$ cat config.mk
export PLATFORM = sky130hd
export DESIGN_NAME = wb_trace_monitor
export DESIGN_NICKNAME = d
export VERILOG_FILES = /design/src/rtl/wb_trace_monitor.sv
export SDC_FILE = /design/constraint.sdc
export NUM_CORES = 2
export LEC_CHECK = 0
export ABC_AREA = 0
export BUFFER_PORTS_ARGS = -buffer_cell sky130_fd_sc_hd__buf_4
export CAP_MARGIN = 20
export CORE_MARGIN = 2
export CORE_UTILIZATION = 40
export CTS_CLUSTER_DIAMETER = 120
export DETAILED_ROUTE_END_ITERATION = 8
export PLACE_DENSITY = 0.58
export REMOVE_ABC_BUFFERS = 1
export SYNTH_ARGS = -nofsm -noshare
export SYNTH_HDL_FRONTEND = slang
export SYNTH_SLANG_ARGS = --single-unit
$ cat constraint.sdc
create_clock -name reloj -period 6.2 [get_ports reloj]
set_clock_uncertainty 0.05 [all_clocks]
set_input_delay 0.31 -clock reloj [delete_from_list [all_inputs] [get_ports reloj]]
set_output_delay 0.31 -clock reloj [all_outputs]
set_load 0.01 [all_outputs]
$ cat src/rtl/wb_trace_monitor.sv
// Writeback trace monitor: shadows the architectural register file and queues
// timestamped register writes into a first-word-fall-through trace FIFO.
module wb_trace_monitor #(
  parameter int DATA_W   = 32,
  parameter int ADDR_W   = 5,
  parameter int DEPTH    = 8,
  parameter int CYC_W    = 16,
  parameter int PC_START = 12
) (
  input  logic                       reloj,
  input  logic                       resetM,
  input  logic [31:0]                P_C,
  input  logic                       REG_WR,
  input  logic [ADDR_W-1:0]          DIR_WRA,
  input  logic [DATA_W-1:0]          DI_banco,
  input  logic [DATA_W-1:0]          DO_D,
  input  logic                       WB_SEL,
  input  logic                       EN,
  input  logic                       MODE,
  input  logic [ADDR_W-1:0]          SH_ADDR,
  output logic [DATA_W-1:0]          SH_DATA,
  output logic                       TR_VALID,
  input  logic                       TR_READY,
  output logic [ADDR_W-1:0]          TR_ADDR,
  output logic [DATA_W-1:0]          TR_DATA,
  output logic [CYC_W-1:0]           TR_STAMP,
  output logic [$clog2(DEPTH):0]     COUNT,
  output logic                       FULL,
  output logic                       EMPTY,
  output logic [15:0]                OVF_CNT
);

  localparam int NREG  = 1 << ADDR_W;
  localparam int PTR_W = $clog2(DEPTH);
  localparam logic [31:0]      PC_MIN  = 32'(PC_START);
  localparam logic [PTR_W:0]   DEPTH_C = (PTR_W+1)'(DEPTH);
  localparam logic [15:0]      OVF_MAX = 16'hFFFF;

  logic [DATA_W-1:0] shadow_q     [NREG];
  logic [ADDR_W-1:0] fifo_addr_q  [DEPTH];
  logic [DATA_W-1:0] fifo_data_q  [DEPTH];
  logic [CYC_W-1:0]  fifo_stamp_q [DEPTH];

  logic [PTR_W-1:0]  wr_ptr_q, rd_ptr_q;
  logic [PTR_W:0]    count_q, count_d;
  logic              full_q, full_d;
  logic              empty_q, empty_d;
  logic [15:0]       ovf_q, ovf_d;
  logic [CYC_W-1:0]  cyc_q;
  logic [DATA_W-1:0] sh_data_q;

  logic [DATA_W-1:0] wb_data;
  logic              qualify;
  logic              push_req;
  logic              push;
  logic              pop;
  logic              drop;

  // Qualification and FIFO accounting; the change test sees the pre-update shadow.
  always_comb begin
    wb_data  = WB_SEL ? DO_D : DI_banco;
    qualify  = (REG_WR == 1'b0) && EN && (P_C >= PC_MIN) && (DIR_WRA != '0);
    push_req = qualify && ((MODE == 1'b0) || (wb_data != shadow_q[DIR_WRA]));
    pop      = !empty_q && TR_READY;
    push     = push_req && (!full_q || pop);
    drop     = push_req && full_q && !pop;

    if (push && !pop) begin
      count_d = count_q + (PTR_W+1)'(1);
    end else if (pop && !push) begin
      count_d = count_q - (PTR_W+1)'(1);
    end else begin
      count_d = count_q;
    end
    full_d  = (count_d == DEPTH_C);
    empty_d = (count_d == '0);

    if (drop && (ovf_q != OVF_MAX)) begin
      ovf_d = ovf_q + 16'd1;
    end else begin
      ovf_d = ovf_q;
    end
  end

  // Shadow register file; r0 is never written because qualify excludes it.
  always_ff @(posedge reloj) begin
    if (resetM) begin
      for (int i = 0; i < NREG; i++) begin
        shadow_q[i] <= '0;
      end
      sh_data_q <= '0;
    end else begin
      if (qualify) begin
        shadow_q[DIR_WRA] <= wb_data;
      end
      sh_data_q <= shadow_q[SH_ADDR];
    end
  end

  // Trace FIFO storage; a push into a full FIFO only lands when a pop frees the slot.
  always_ff @(posedge reloj) begin
    if (resetM) begin
      for (int i = 0; i < DEPTH; i++) begin
        fifo_addr_q[i]  <= '0;
        fifo_data_q[i]  <= '0;
        fifo_stamp_q[i] <= '0;
      end
    end else if (push) begin
      fifo_addr_q[wr_ptr_q]  <= DIR_WRA;
      fifo_data_q[wr_ptr_q]  <= wb_data;
      fifo_stamp_q[wr_ptr_q] <= cyc_q;
    end
  end

  // Pointers, flags, overflow counter and the free-running cycle stamp.
  always_ff @(posedge reloj) begin
    if (resetM) begin
      wr_ptr_q <= '0;
      rd_ptr_q <= '0;
      count_q  <= '0;
      full_q   <= 1'b0;
      empty_q  <= 1'b1;
      ovf_q    <= '0;
      cyc_q    <= '0;
    end else begin
      if (push) begin
        wr_ptr_q <= wr_ptr_q + PTR_W'(1);
      end
      if (pop) begin
        rd_ptr_q <= rd_ptr_q + PTR_W'(1);
      end
      count_q <= count_d;
      full_q  <= full_d;
      empty_q <= empty_d;
      ovf_q   <= ovf_d;
      cyc_q   <= cyc_q + CYC_W'(1);
    end
  end

  assign SH_DATA  = sh_data_q;
  assign TR_VALID = !empty_q;
  assign TR_ADDR  = empty_q ? '0 : fifo_addr_q[rd_ptr_q];
  assign TR_DATA  = empty_q ? '0 : fifo_data_q[rd_ptr_q];
  assign TR_STAMP = empty_q ? '0 : fifo_stamp_q[rd_ptr_q];
  assign COUNT    = count_q;
  assign FULL     = full_q;
  assign EMPTY    = empty_q;
  assign OVF_CNT  = ovf_q;

endmodule
Yosys cells after proc, flatten, opt, wreduce, memory -nomap -nowiden

Memories as Yosys holds them, arrays and structs flattened. A register that Yosys moved wholly into a read port is not among the register bits.
Cells that the tools add are included.

Reduce and logical (&&, ||, !) cells: 23
Bitwise logic cells: 2
Add/subtract/negate cells: 6
Muxes and demuxes: 32
Equal/unequal tests: 3
$lt $le $gt $ge: 1

Operator list:

| operator                                                                             | count |
|---|---|
| 32-bit 2-to-1 mux                                                                    | 4 |
| 32-bit OR reduction                                                                  | 2 |
| 16-bit by 1-bit adder with 16-bit output, second input constant                      | 2 |
| 32-bit by 4-bit greater-or-equal comparator with 1-bit output, second input constant | 1 |
| 16-bit 2-to-1 mux                                                                    | 2 |
| 32-bit != test                                                                       | 1 |
| 3-bit 2-to-1 mux                                                                     | 9 |
| 16-bit != test, second input constant                                                | 1 |
| 16-bit OR reduction                                                                  | 1 |
| 5-bit 2-to-1 mux                                                                     | 3 |
| 1-bit 2-to-1 mux                                                                     | 12 |
| 1-bit logical AND                                                                    | 11 |
| 4-bit 2-to-1 mux                                                                     | 2 |
| 3-bit by 1-bit adder with 3-bit output, second input constant                        | 2 |
| 5-bit nonzero test                                                                   | 1 |
| 5-bit OR reduction                                                                   | 1 |
| 4-bit by 1-bit adder with 4-bit output, second input constant                        | 1 |
| 4-bit == test, second input constant                                                 | 1 |
| 1-bit zero test                                                                      | 4 |
| 4-bit zero test                                                                      | 1 |
| 4-bit by 1-bit subtractor with 4-bit output, second input constant                   | 1 |
| 1-bit logical OR                                                                     | 2 |
| 1-bit inverter                                                                       | 2 |

Output and inout bits: 108
Flip-flop bits (word level): 44
Memory bits (writable): 1,448
Input bits: 113
Memories kept: 4

Memories:

| name         | words | bits a word | read ports | clocked after memory_dff | write ports | RTL line | source |
|---|---|---|---|---|---|---|---|
| shadow_q     | 32    | 32          | 2          | 1                        | 32          | 39       | `logic [DATA_W-1:0] shadow_q [NREG];` |
| fifo_data_q  | 8     | 32          | 1          | 1                        | 8           | 41       | `logic [DATA_W-1:0] fifo_data_q [DEPTH];` |
| fifo_stamp_q | 8     | 16          | 1          | 1                        | 8           | 42       | `logic [CYC_W-1:0] fifo_stamp_q [DEPTH];` |
| fifo_addr_q  | 8     | 5           | 1          | 1                        | 8           | 40       | `logic [ADDR_W-1:0] fifo_addr_q [DEPTH];` |

Logic depth before layout (Yosys ltp)

Word-level depth: 11
Mapped depth: 19
Depth with buffers taken out: 11

Least setup slack after synthesis

Ideal clock, no wire load.

Path type: input port to flip-flop
From: input DIR_WRA[1]
To: memory fifo_addr_q[0][0], enable pin
Setup time: 0.419 ns
Setup slack: 1.527 ns
Arrival: 4.203 ns
Stages: 15
Cells stage by stage: buf_2 buf_6 buf_2 clkbuf_1 mux4_2 a22oi_1 nand4_1 xnor2_1 nor4_1 a31o_2 nand2b_4 buf_4 or3_1 buf_2 nand2b_1

RTL lines:

| what               | RTL line | source |
|---|---|---|
| start: declaration | 14       | `input logic [ADDR_W-1:0] DIR_WRA,` |
| end: declaration   | 40       |  |

==> flow_summary.yaml <==
cells_and_area:
  n_fill_cell: 16024
  drive_gt1_share_pct: 24.4
  area_growth_pct: 15.0
  nets: 5461
clock_tree:
  path_clk_slew_ns: 0.06
  cts_setup_buffers: 0
  root_buffer: "clkbuf_16"
  cts_resized: 0
  hold_buffers: 3
  cts_buffer_depth: 3
  cts_tree: "yes"
  htreeDepth: 4
  cts_made_buffers: 167
  clock-sinks: 1527
  insertion_delay_ns: 0.83
timing:
  rsz0062_at_grt: "no"
  maxSlewViolCount: 0
  fmax_mhz: 202
  fin_crit_ns: 4.94
  hold_violations: 0
  finalSetupViolCount: 0
  tightest_slew_ns: 1.22
  post-route-period-util_pct: 79.7
  setup_tns_ns: 0
  slew_headroom_pct: 19.0
synthesis:
  ys_top_cells_by_count: "edfxtp_1 (1448), nor2_1 (1391), mux4_2 (498)"
  synth.area.top_cells: "edfxtp_1 (59%), mux4_2 (15%), nor2_1 (7.1%)"
  yosysTopAreaCell: "edfxtp_1"
  yosysTopAreaCellShare_pct: 58.9
  synth_cells: 5204
  synth_area_um2: 73800
  yosysUniqueCellTypes: 56
  ys_dominant_reg_cell: "edfxtp_1"
  synth_seq_area_share_pct: 61.0
  synth.most_common_cell: "edfxtp_1"
  synth-edff-count: 1448
  synth_area_per_cell_um2: 14.2
  synthArstFlopShare_pct: 0
  synth_seq_cells: 1527
  synth_warnings: 0
floorplan:
  core_um2: 183000
  pin_count: 221
  die_w_um: 434
  initial_core_util_pct: 40.3
  dieArea_um2: 188000
  chipHeight_um: 434
  rows: 157
grt:
  top_usage_layer: "met2"
  gr-total-overflow: 0
  grt.met2_usage_pct: 42.7
  grt.met1_usage_pct: 38.0
  grt_pass1_wl_mm: 367
  grt_pass1_vias: 48711
  grt_use_total_pct: 27.9
  grt_max_degree: 86
  use_met3_pct: 6.34
  antenna_found_initial: 2
worst_setup_path:
  crit_path_max_fanout: 34
  crit_chain: "buf_4 > nand4bb_2 > buf_4 > o22ai_1 > nor4_1 > nand2_1 > xor2_1 > nand4_1 > nor4_1 > buf_4 > a31o_2 > nand2b_4 > buf_4 > or3_1 > buf_4 > nor2_1"
  criticalPathCategory: "in2reg"
  timing.critical_path.arrival_ns: 5.43
  crit_path_frequent_cell: "buf_4"
  cpPeakStageDelay_ns: 0.87
  r2r_cells: 14
  cp-end-kind: "register"
  cp.required_ns: 6.69
  r2r_slack_ns: 1.49
  critical-path-slowest-cell: "nand4bb_2"
  start_kind: "input port"
place:
  dp_hpwl_mm: 152
  gp_congestion: 0.875
  io_buffers: 218
pwr:
  peakVddDrop_uv: 206
  p_leak_nw: 30.6
  power_density_nw_per_um2: 298
  fin_total_pwr_mw: 25.3
route:
  totalWireLength_mm: 265
  drt_pass1_iterations: 5
  wire_per_inst_um: 33.3
  drt_iter0_drc: 7673
  via_count: 49276
  final_antenna_net_count: 0
  drc: 0
  via_per_inst: 6.20
min_path:
  hold_class: "in2reg"
  hold_path_depth: 2
run:
  cap_violations: 0
run_status:
  outcome: "finished, final reports clean"
## state kept, by name, summed over array words and instances (netlist names), 4 cells and up, named ones only
name / count
fifo_stamp_q: 128
COUNT: 4
fifo_addr_q: 40
SH_DATA: 32
fifo_data_q: 256
shadow_q: 1024
cyc_q: 16
OVF_CNT: 16
## metrics by stage
step | hold slack (ns) | instance area, um^2 | util [%] | worst slack [ns] | std cells
2_1_floorplan | 0.327 | 71600 | - | 0.537 | 4711
6_report | 0.0450 | 84900 | 46.3 | 1.26 | 7954
4_1_cts | 0.00470 | 84900 | 46.3 | 1.49 | 7949
3_3_place_gp | 0.413 | 79400 | 43.3 | 0.564 | 7633
5_1_grt | 0.0425 | 84900 | 46.3 | 1.30 | 7950
3_5_place_dp | 0.424 | 79400 | 43.3 | 0.642 | 7633
## layout make-up
class                      instances  area [um^2]  share of cell area, %
antenna                            4         10.0                 0.0118
sequential                      1527        45100                   53.1
tap                             2464         3080                   3.63
inverter                          10         37.5                 0.0442
timing repair buffer             462         4120                   4.85
clock inverter                    72          768                  0.905
multi-input combinational       3174        27100                   32.0
clock buffer                     241         4650                   5.48
## metal layers
metal,vias to the layer above,wire (um)
met1,25474,100000
met2,3333,120000
li1,19809,-
met4,2,13600
met5,-,66
met3,658,30700
## worst max-delay path: cells and delay by family
family | cells | cell delay (ns)
buf+inv | 5 | 1.88
simple gates | 8 | 2.40
xor+xnor | 1 | 0.34
compound gates | 2 | 0.39
## final timing paths
kind	from	end
setup / recovery	DIR_WRA[4]	fifo_data_q[2][10]
hold / removal	DIR_WRA[2]	fifo_addr_q[2][2]
setup reg to reg	shadow_q[7][23]	fifo_data_q[2][10]
hold reg to reg	rd_ptr_q[1]	register
## cell families after synthesis
group / share of synthesized area, %
AOI/OAI and AO/OA: 2.16
xor gates and xnor gates: 0.605
adders and majority gates: 0.102
buffers and inverters: 3.32
DFF: 61.0
muxes: 22.0
other: 0.00508
and+or+nand+nor: 10.8
## layout by cell type (no fill, tap or decap), types with 49 or more instances in the layout
cell type,n
edfxtp_1,1448
nor2_1,1391
mux4_2,498
mux2i_1,459
buf_4,404
o22ai_1,184
clkbuf_16,167
and2_1,153
dfxtp_1,75
nor4_1,61
clkbuf_1,52
buf_12,49
## where the power goes
part	internal (mW)	total, mW	switching (mW)
clock network	5.60	9.93	4.33
registers	11.8	12.1	0.304
logic	1.36	3.30	1.94
No activity file was read; power rests on OpenSTA's default activity.
